[src/rtl/conv_rd_master.sv]
// AXI4 read master: fetches one IFM/WGT tile in 4 KB-safe INCR bursts and
// streams the beats straight into the conv engine buffer slave port.
module conv_rd_master #(
  parameter int ADDR_WIDTH      = 64,
  parameter int DATA_WIDTH      = 512,
  parameter int XFER_BYTES      = 46080,
  parameter int BURST_LEN       = 64,
  parameter int MAX_OUTSTANDING = 4
) (
  input  logic                  clk,
  input  logic                  rst_n,
  input  logic                  req,
  input  logic [63:0]           addr_base,
  input  logic [63:0]           addr_offset,
  output logic                  done,
  output logic                  busy,
  output logic                  err,
  output logic                  m_arvalid,
  input  logic                  m_arready,
  output logic [ADDR_WIDTH-1:0] m_araddr,
  output logic [7:0]            m_arlen,
  output logic [2:0]            m_arsize,
  output logic [1:0]            m_arburst,
  input  logic                  m_rvalid,
  output logic                  m_rready,
  input  logic [DATA_WIDTH-1:0] m_rdata,
  input  logic [1:0]            m_rresp,
  input  logic                  m_rlast,
  output logic                  axis_tvalid,
  input  logic                  axis_tready,
  output logic [DATA_WIDTH-1:0] axis_tdata
);

  // state | meaning
  // IDLE  | waiting for a rising edge on req
  // RUN   | issuing ARs and forwarding R beats
  // DONE  | one-cycle done pulse, then back to IDLE
  typedef enum logic [1:0] {IDLE, RUN, DONE} state_t;

  localparam int BEATS = XFER_BYTES / 64;
  localparam int CW    = $clog2(BEATS + 1);
  localparam logic [CW-1:0] BEATS_V = CW'(BEATS);
  localparam logic [3:0]    MAX_OUT = 4'(MAX_OUTSTANDING);

  state_t                state, state_nxt;
  logic                  req_d;
  logic [ADDR_WIDTH-1:0] cur_addr, cur_addr_nxt;
  logic [CW-1:0]         ar_beats, ar_beats_nxt;
  logic [CW-1:0]         r_beats;
  logic [3:0]            outstanding, outst_nxt;

  logic                  start, run, ar_hs, r_hs, r_last_hs;
  logic [8:0]            len_cur;
  logic [ADDR_WIDTH-1:0] addr_sum, start_addr;
  logic [ADDR_WIDTH-1:0] iss_addr;
  logic [CW-1:0]         iss_beats;
  logic [3:0]            iss_outst;
  logic [8:0]            iss_len;
  logic                  can_issue;

  // Burst length limited by remaining beats, BURST_LEN and the 4 KB page edge.
  function automatic logic [8:0] burst_len(input logic [5:0] page_beat, input logic [CW-1:0] beats);
    logic [31:0] to_4k;
    logic [31:0] lim;
    to_4k = 32'd64 - {26'd0, page_beat};
    lim   = 32'(BURST_LEN);
    if (to_4k < lim) lim = to_4k;
    if (32'(beats) < lim) lim = 32'(beats);
    return lim[8:0];
  endfunction

  assign m_arsize   = 3'b110;
  assign m_arburst  = 2'b01;
  assign axis_tdata = m_rdata;

  assign run        = (state == RUN);
  assign start      = req & ~req_d & (state == IDLE);
  assign ar_hs      = m_arvalid & m_arready;
  assign r_hs       = m_rvalid & m_rready;
  assign r_last_hs  = r_hs & m_rlast;
  assign len_cur    = {1'b0, m_arlen} + 9'd1;
  assign addr_sum   = ADDR_WIDTH'(addr_base + addr_offset);
  assign start_addr = addr_sum & {{(ADDR_WIDTH-6){1'b1}}, 6'b0};

  always_comb begin
    cur_addr_nxt = cur_addr;
    ar_beats_nxt = ar_beats;
    outst_nxt    = outstanding;
    if (ar_hs) begin
      cur_addr_nxt = cur_addr + ADDR_WIDTH'({len_cur, 6'b0});
      ar_beats_nxt = ar_beats - CW'(len_cur);
    end
    case ({ar_hs, r_last_hs})
      2'b10:   outst_nxt = outstanding + 4'd1;
      2'b01:   outst_nxt = outstanding - 4'd1;
      default: outst_nxt = outstanding;
    endcase
  end

  // Next AR is evaluated against post-handshake values so bursts can go back to back.
  always_comb begin
    iss_addr  = start ? start_addr : cur_addr_nxt;
    iss_beats = start ? BEATS_V : ar_beats_nxt;
    iss_outst = start ? 4'd0 : outst_nxt;
    iss_len   = burst_len(iss_addr[11:6], iss_beats);
    can_issue = (start | (run & (~m_arvalid | m_arready))) &
                (iss_beats != '0) & (iss_outst < MAX_OUT);
  end

  always_comb begin
    state_nxt   = state;
    done        = 1'b0;
    busy        = (state != IDLE);
    m_rready    = axis_tready & run;
    axis_tvalid = m_rvalid & run;
    case (state)
      IDLE:    if (start) state_nxt = RUN;
      RUN:     if (r_hs && r_beats == CW'(1)) state_nxt = DONE;
      DONE: begin
        done      = 1'b1;
        state_nxt = IDLE;
      end
      default: state_nxt = IDLE;
    endcase
  end

  always_ff @(posedge clk or negedge rst_n) begin
    if (!rst_n) begin
      state       <= IDLE;
      req_d       <= 1'b0;
      cur_addr    <= '0;
      ar_beats    <= '0;
      r_beats     <= '0;
      outstanding <= '0;
      err         <= 1'b0;
      m_arvalid   <= 1'b0;
      m_araddr    <= '0;
      m_arlen     <= '0;
    end else begin
      state <= state_nxt;
      req_d <= req;
      if (start) begin
        cur_addr    <= start_addr;
        ar_beats    <= BEATS_V;
        r_beats     <= BEATS_V;
        outstanding <= '0;
        err         <= 1'b0;
      end else if (run) begin
        cur_addr    <= cur_addr_nxt;
        ar_beats    <= ar_beats_nxt;
        outstanding <= outst_nxt;
        if (r_hs) begin
          r_beats <= r_beats - CW'(1);
          if (m_rresp != 2'b00) err <= 1'b1;
        end
      end
      if (can_issue) begin
        m_arvalid <= 1'b1;
        m_araddr  <= iss_addr;
        m_arlen   <= 8'(iss_len - 9'd1);
      end else if (ar_hs) begin
        m_arvalid <= 1'b0;
      end
    end
  end

endmodule

[config.mk]
export PLATFORM = sky130hd
export DESIGN_NAME = conv_rd_master
export DESIGN_NICKNAME = d
export VERILOG_FILES = /design/src/rtl/conv_rd_master.sv
export SDC_FILE = /design/constraint.sdc
export NUM_CORES = 1
export LEC_CHECK = 0
export CAP_MARGIN = 20
export CORE_AREA = 2 2 485 487
export CTS_CLUSTER_DIAMETER = 30
export DETAILED_ROUTE_END_ITERATION = 10
export DIE_AREA = 0 0 487 489
export GPL_TIMING_DRIVEN = 0
export MAX_ROUTING_LAYER = met4
export PLACE_DENSITY = 0.35
export SETUP_SLACK_MARGIN = 0.4
export SYNTH_ARGS = -nofsm -noshare
export SYNTH_HDL_FRONTEND = slang
export SYNTH_SLANG_ARGS = --single-unit
[constraint.sdc]
create_clock -name clk -period 13 [get_ports clk]
set_input_delay 3.9 -clock clk [delete_from_list [all_inputs] [get_ports clk]]
set_output_delay 3.9 -clock clk [all_outputs]
set_load 0.01 [all_outputs]
==> results.py <==
metrics = {
    "sta": {
        "skew_ps": 21.1,
        "relSlewSlack_pct": 26.8,
        "report.final.slew_viol_count": 0,
        "max_freq_mhz": 102,
        "rsz0062_at_grt": "no",
        "setup_violations": 0,
        "max_slew.worst_pin.slew_ps": 1100,
        "period_needed_ps": 9820,
        "hold-worst-slack_ps": 481,
        "fin_crit_sh_pct": 75.6,
        "tns_ps": 0,
        "setup_ws_ps": 3180,
        "hold_viol_final": 0,
    },
    "cells_and_area": {
        "fillers": 26700,
        "syn_to_final_growth_pct": 69.2,
        "register_area_mm2": 0.00413,
        "drive_above_1_share_pct": 20.3,
        "layout.nets": 3704,
        "multi_input_area_mm2": 0.00873,
        "utilization_pct": 12.5,
    },
    "floorplan": {
        "fp.dieW_um": 487,
        "die_h_um": 489,
        "start_util_pct": 7.39,
        "row_count": 178,
        "ios": 1244,
        "coreArea_mm2": 0.234,
        "die_area_mm2": 0.238,
    },
    "yosys": {
        "ys_warn_count": 0,
        "synth_most_common_cell": "buf_4",
        "avgSynthCellArea_um2": 7.84,
        "synth_top_area_share_pct": 23.9,
        "synth-main-ff-cell": "dfrtp_1",
        "synth-edff-count": 0,
        "synth_commonest_cells": "buf_4, nand2_1, dfrtp_1, a21oi_1, o21ai_0",
        "synth.distinct_cells": 80,
        "netlist_area_mm2": 0.0173,
        "synthCells": 2203,
        "ys_top_cells_by_area": "dfrtp_1, buf_4, ha_1, nand2_1, a21oi_1",
        "ys_seq_area_share_pct": 23.9,
        "yosysTopAreaCell": "dfrtp_1",
        "async_flop_share_pct": 100,
        "synth-seq-cells": 165,
    },
    "grt": {
        "grt_pass1_vias": 18500,
        "grt_max_degree": 86,
        "antenna_found_initial": 98,
        "grt_overflow": 0,
        "grtUsageTotal_pct": 11.1,
        "grt_pass1_wl_um": 171000,
    },
    "detailed_routing": {
        "wl_per_cell_um": 22.0,
        "drc_errors": 0,
        "drt_iter0_drc": 847,
        "ant_nets": 0,
        "wl_um": 134000,
        "firstDrtPassIters": 5,
        "vias_per_cell": 3.04,
        "via_count": 18500,
    },
    "clocking": {
        "hold_buffers": 0,
        "worstSkewPairLatency_ps": 510,
        "post-cts-setup-buffers": 0,
        "clkTransAtPathRegs_ps": 90,
        "numCtsBuffers": 17,
        "cts_htree_levels": 4,
        "cts_tree": "done",
        "cts.repair.resized": 0,
        "cts_root_buf": "clkbuf_16",
        "cts.path.max_buffers": 2,
        "cts_sinks": 165,
    },
    "power": {
        "p_sw_mw": 2.04,
        "p_seq_share_pct": 22.5,
        "p_int_mw": 2.10,
        "leakagePower_nw": 11.5,
        "powerDensity_mw_per_mm2": 142,
        "pwr-share-comb_pct": 63.4,
        "power.share.clock_pct": 14.0,
        "sw_frac_of_total_pct": 49.3,
        "vdd_drop_max_mv": 0.0963,
    },
    "placed_design": {
        "gp_congestion": 0.880,
        "port_buffers": 726,
        "pre_cts_slack_ps": 2610,
        "hpwl_um": 119000,
    },
    "setup_path": {
        "cp-start-kind": "primary input",
        "worstSetupEndpointType": "flop",
        "required_ps": 13370,
        "cp_max_fo": 10,
        "critical_path_class": "primary input to flop",
        "arrival_ps": 10200,
    },
    "job": {
        "cap_violations": 0,
    },
    "outcome": {
        "status": "complete, no violations",
    },
    "worst_hold_path": {
        "hold_class": "flop to flop",
    },
}
through the flow:
stage | power [mW] | cell area, um^2 | cells
finish | 4.14 | 29200 | 6077
global route | 4.49 | 29200 | 6075
CTS | 4.26 | 29100 | 6029
detailed placement | 3.64 | 28500 | 5997
global placement | 3.64 | 28400 | 5992
floorplan | 2.40 | 17300 | 2206
critical path: stages:
cell,delay [ps]
clkdlybuf4s50_1,470
and2_0,420
clkinv_1,370
clkbuf_1,380
nand2_1,150
a21oi_1,80
a31oi_2,510
nand2_1,180
or4b_1,520
o21ai_0,250
inv_1,170
ha_1,330
a21o_1,180
a21oi_1,150
and3_1,200
nand4_1,160
nor2_1,550
nor2_1,110
a21oi_1,140
ha_1,270
nand3_1,110
nor3_1,200
a41oi_1,80
xor2_1,210
o21ai_1,70
sequential cells by signal, indices dropped and copies added (netlist names), 2 cells and up:
register,count
cur_addr,64
r_beats,10
ar_beats,10
m_araddr,64
m_arlen,8
state,2
outstanding,4
layout by cell type, fill, tap and decap left out, types with 12 or more instances in the layout:
master           instances
clkdlybuf4s50_1        725
buf_4                  518
nand2_1                227
dfrtp_1                165
a21oi_1                158
o21ai_0                141
nor2_1                 134
ha_1                    95
xnor2_1                 82
clkbuf_1                73
xor2_1                  66
inv_1                   56
nand3_1                 54
diode_2                 47
a21o_1                  44
nand4_1                 39
nor3_1                  31
o31ai_1                 25
and3_1                  22
and2_1                  17
clkbuf_16               17
a211oi_1                16
a31oi_1                 16
nand2b_1                14
o211ai_1                14
o21bai_1                14
or3_1                   12
per-layer routing:
layer  global-route usage [%]  part of all wire [%]  vias up  routed length [um]
met2                     20.9                    54      921               71800
met3                     3.89                   8.8      156               11800
met1                     10.6                    35     8784               46600
met5                        -                     0        -                   0
met4                     2.83                   2.7        0                3640
li1                         -                     -     8643                   -
cell families after synthesis:
family	synth area share (%)
AO/OA/AOI/OAI	18.1
XOR/XNOR	7.51
flip-flops	23.9
AND/OR/NAND/NOR	16.6
buffers and inverters	25.6
other	0.0435
multiplexers	0.935
adder cells (fa/ha/maj)	7.23
worst paths after layout:
| kind | start | endpoint | slack, ps | cells past startpoint |
|---|---|---|---|---|
| worst min register to register | cur_addr[4] | cur_addr[4] | 480 | 1 |
| max in group asynchronous | rst_n | cur_addr[37] | 8620 | 2 |
| worst max register to register | m_arlen[1] | m_arlen[6] | 6560 | 25 |
| worst max-delay path | m_arready | m_arlen[6] | 3180 | 25 |
| worst min-delay path | cur_addr[4] | cur_addr[4] | 480 | 1 |
| min in group asynchronous | rst_n | m_araddr[4] | 3350 | 1 |
power by group through the flow:
stage	combinational, mW	clock [mW]	sequential, mW
global route	2.91	0.622	0.965
floorplan	1.48	0	0.925
global placement	2.69	0	0.943
CTS	2.71	0.610	0.937
finish	2.62	0.581	0.932
detailed placement	2.70	0	0.946
final cells by class:
type | instances | share of cell area (%)
inverters | 58 | 0.745
clock buffers | 17 | 1.46
repair buffers | 732 | 25.2
well taps | 3060 | 13.1
plain buffers | 602 | 14.4
flip-flops and latches | 165 | 14.1
multi-input cells | 1381 | 29.9
diodes | 47 | 0.403
clock inverters | 15 | 0.702
Note: power is estimated with default switching activity, not from simulation.
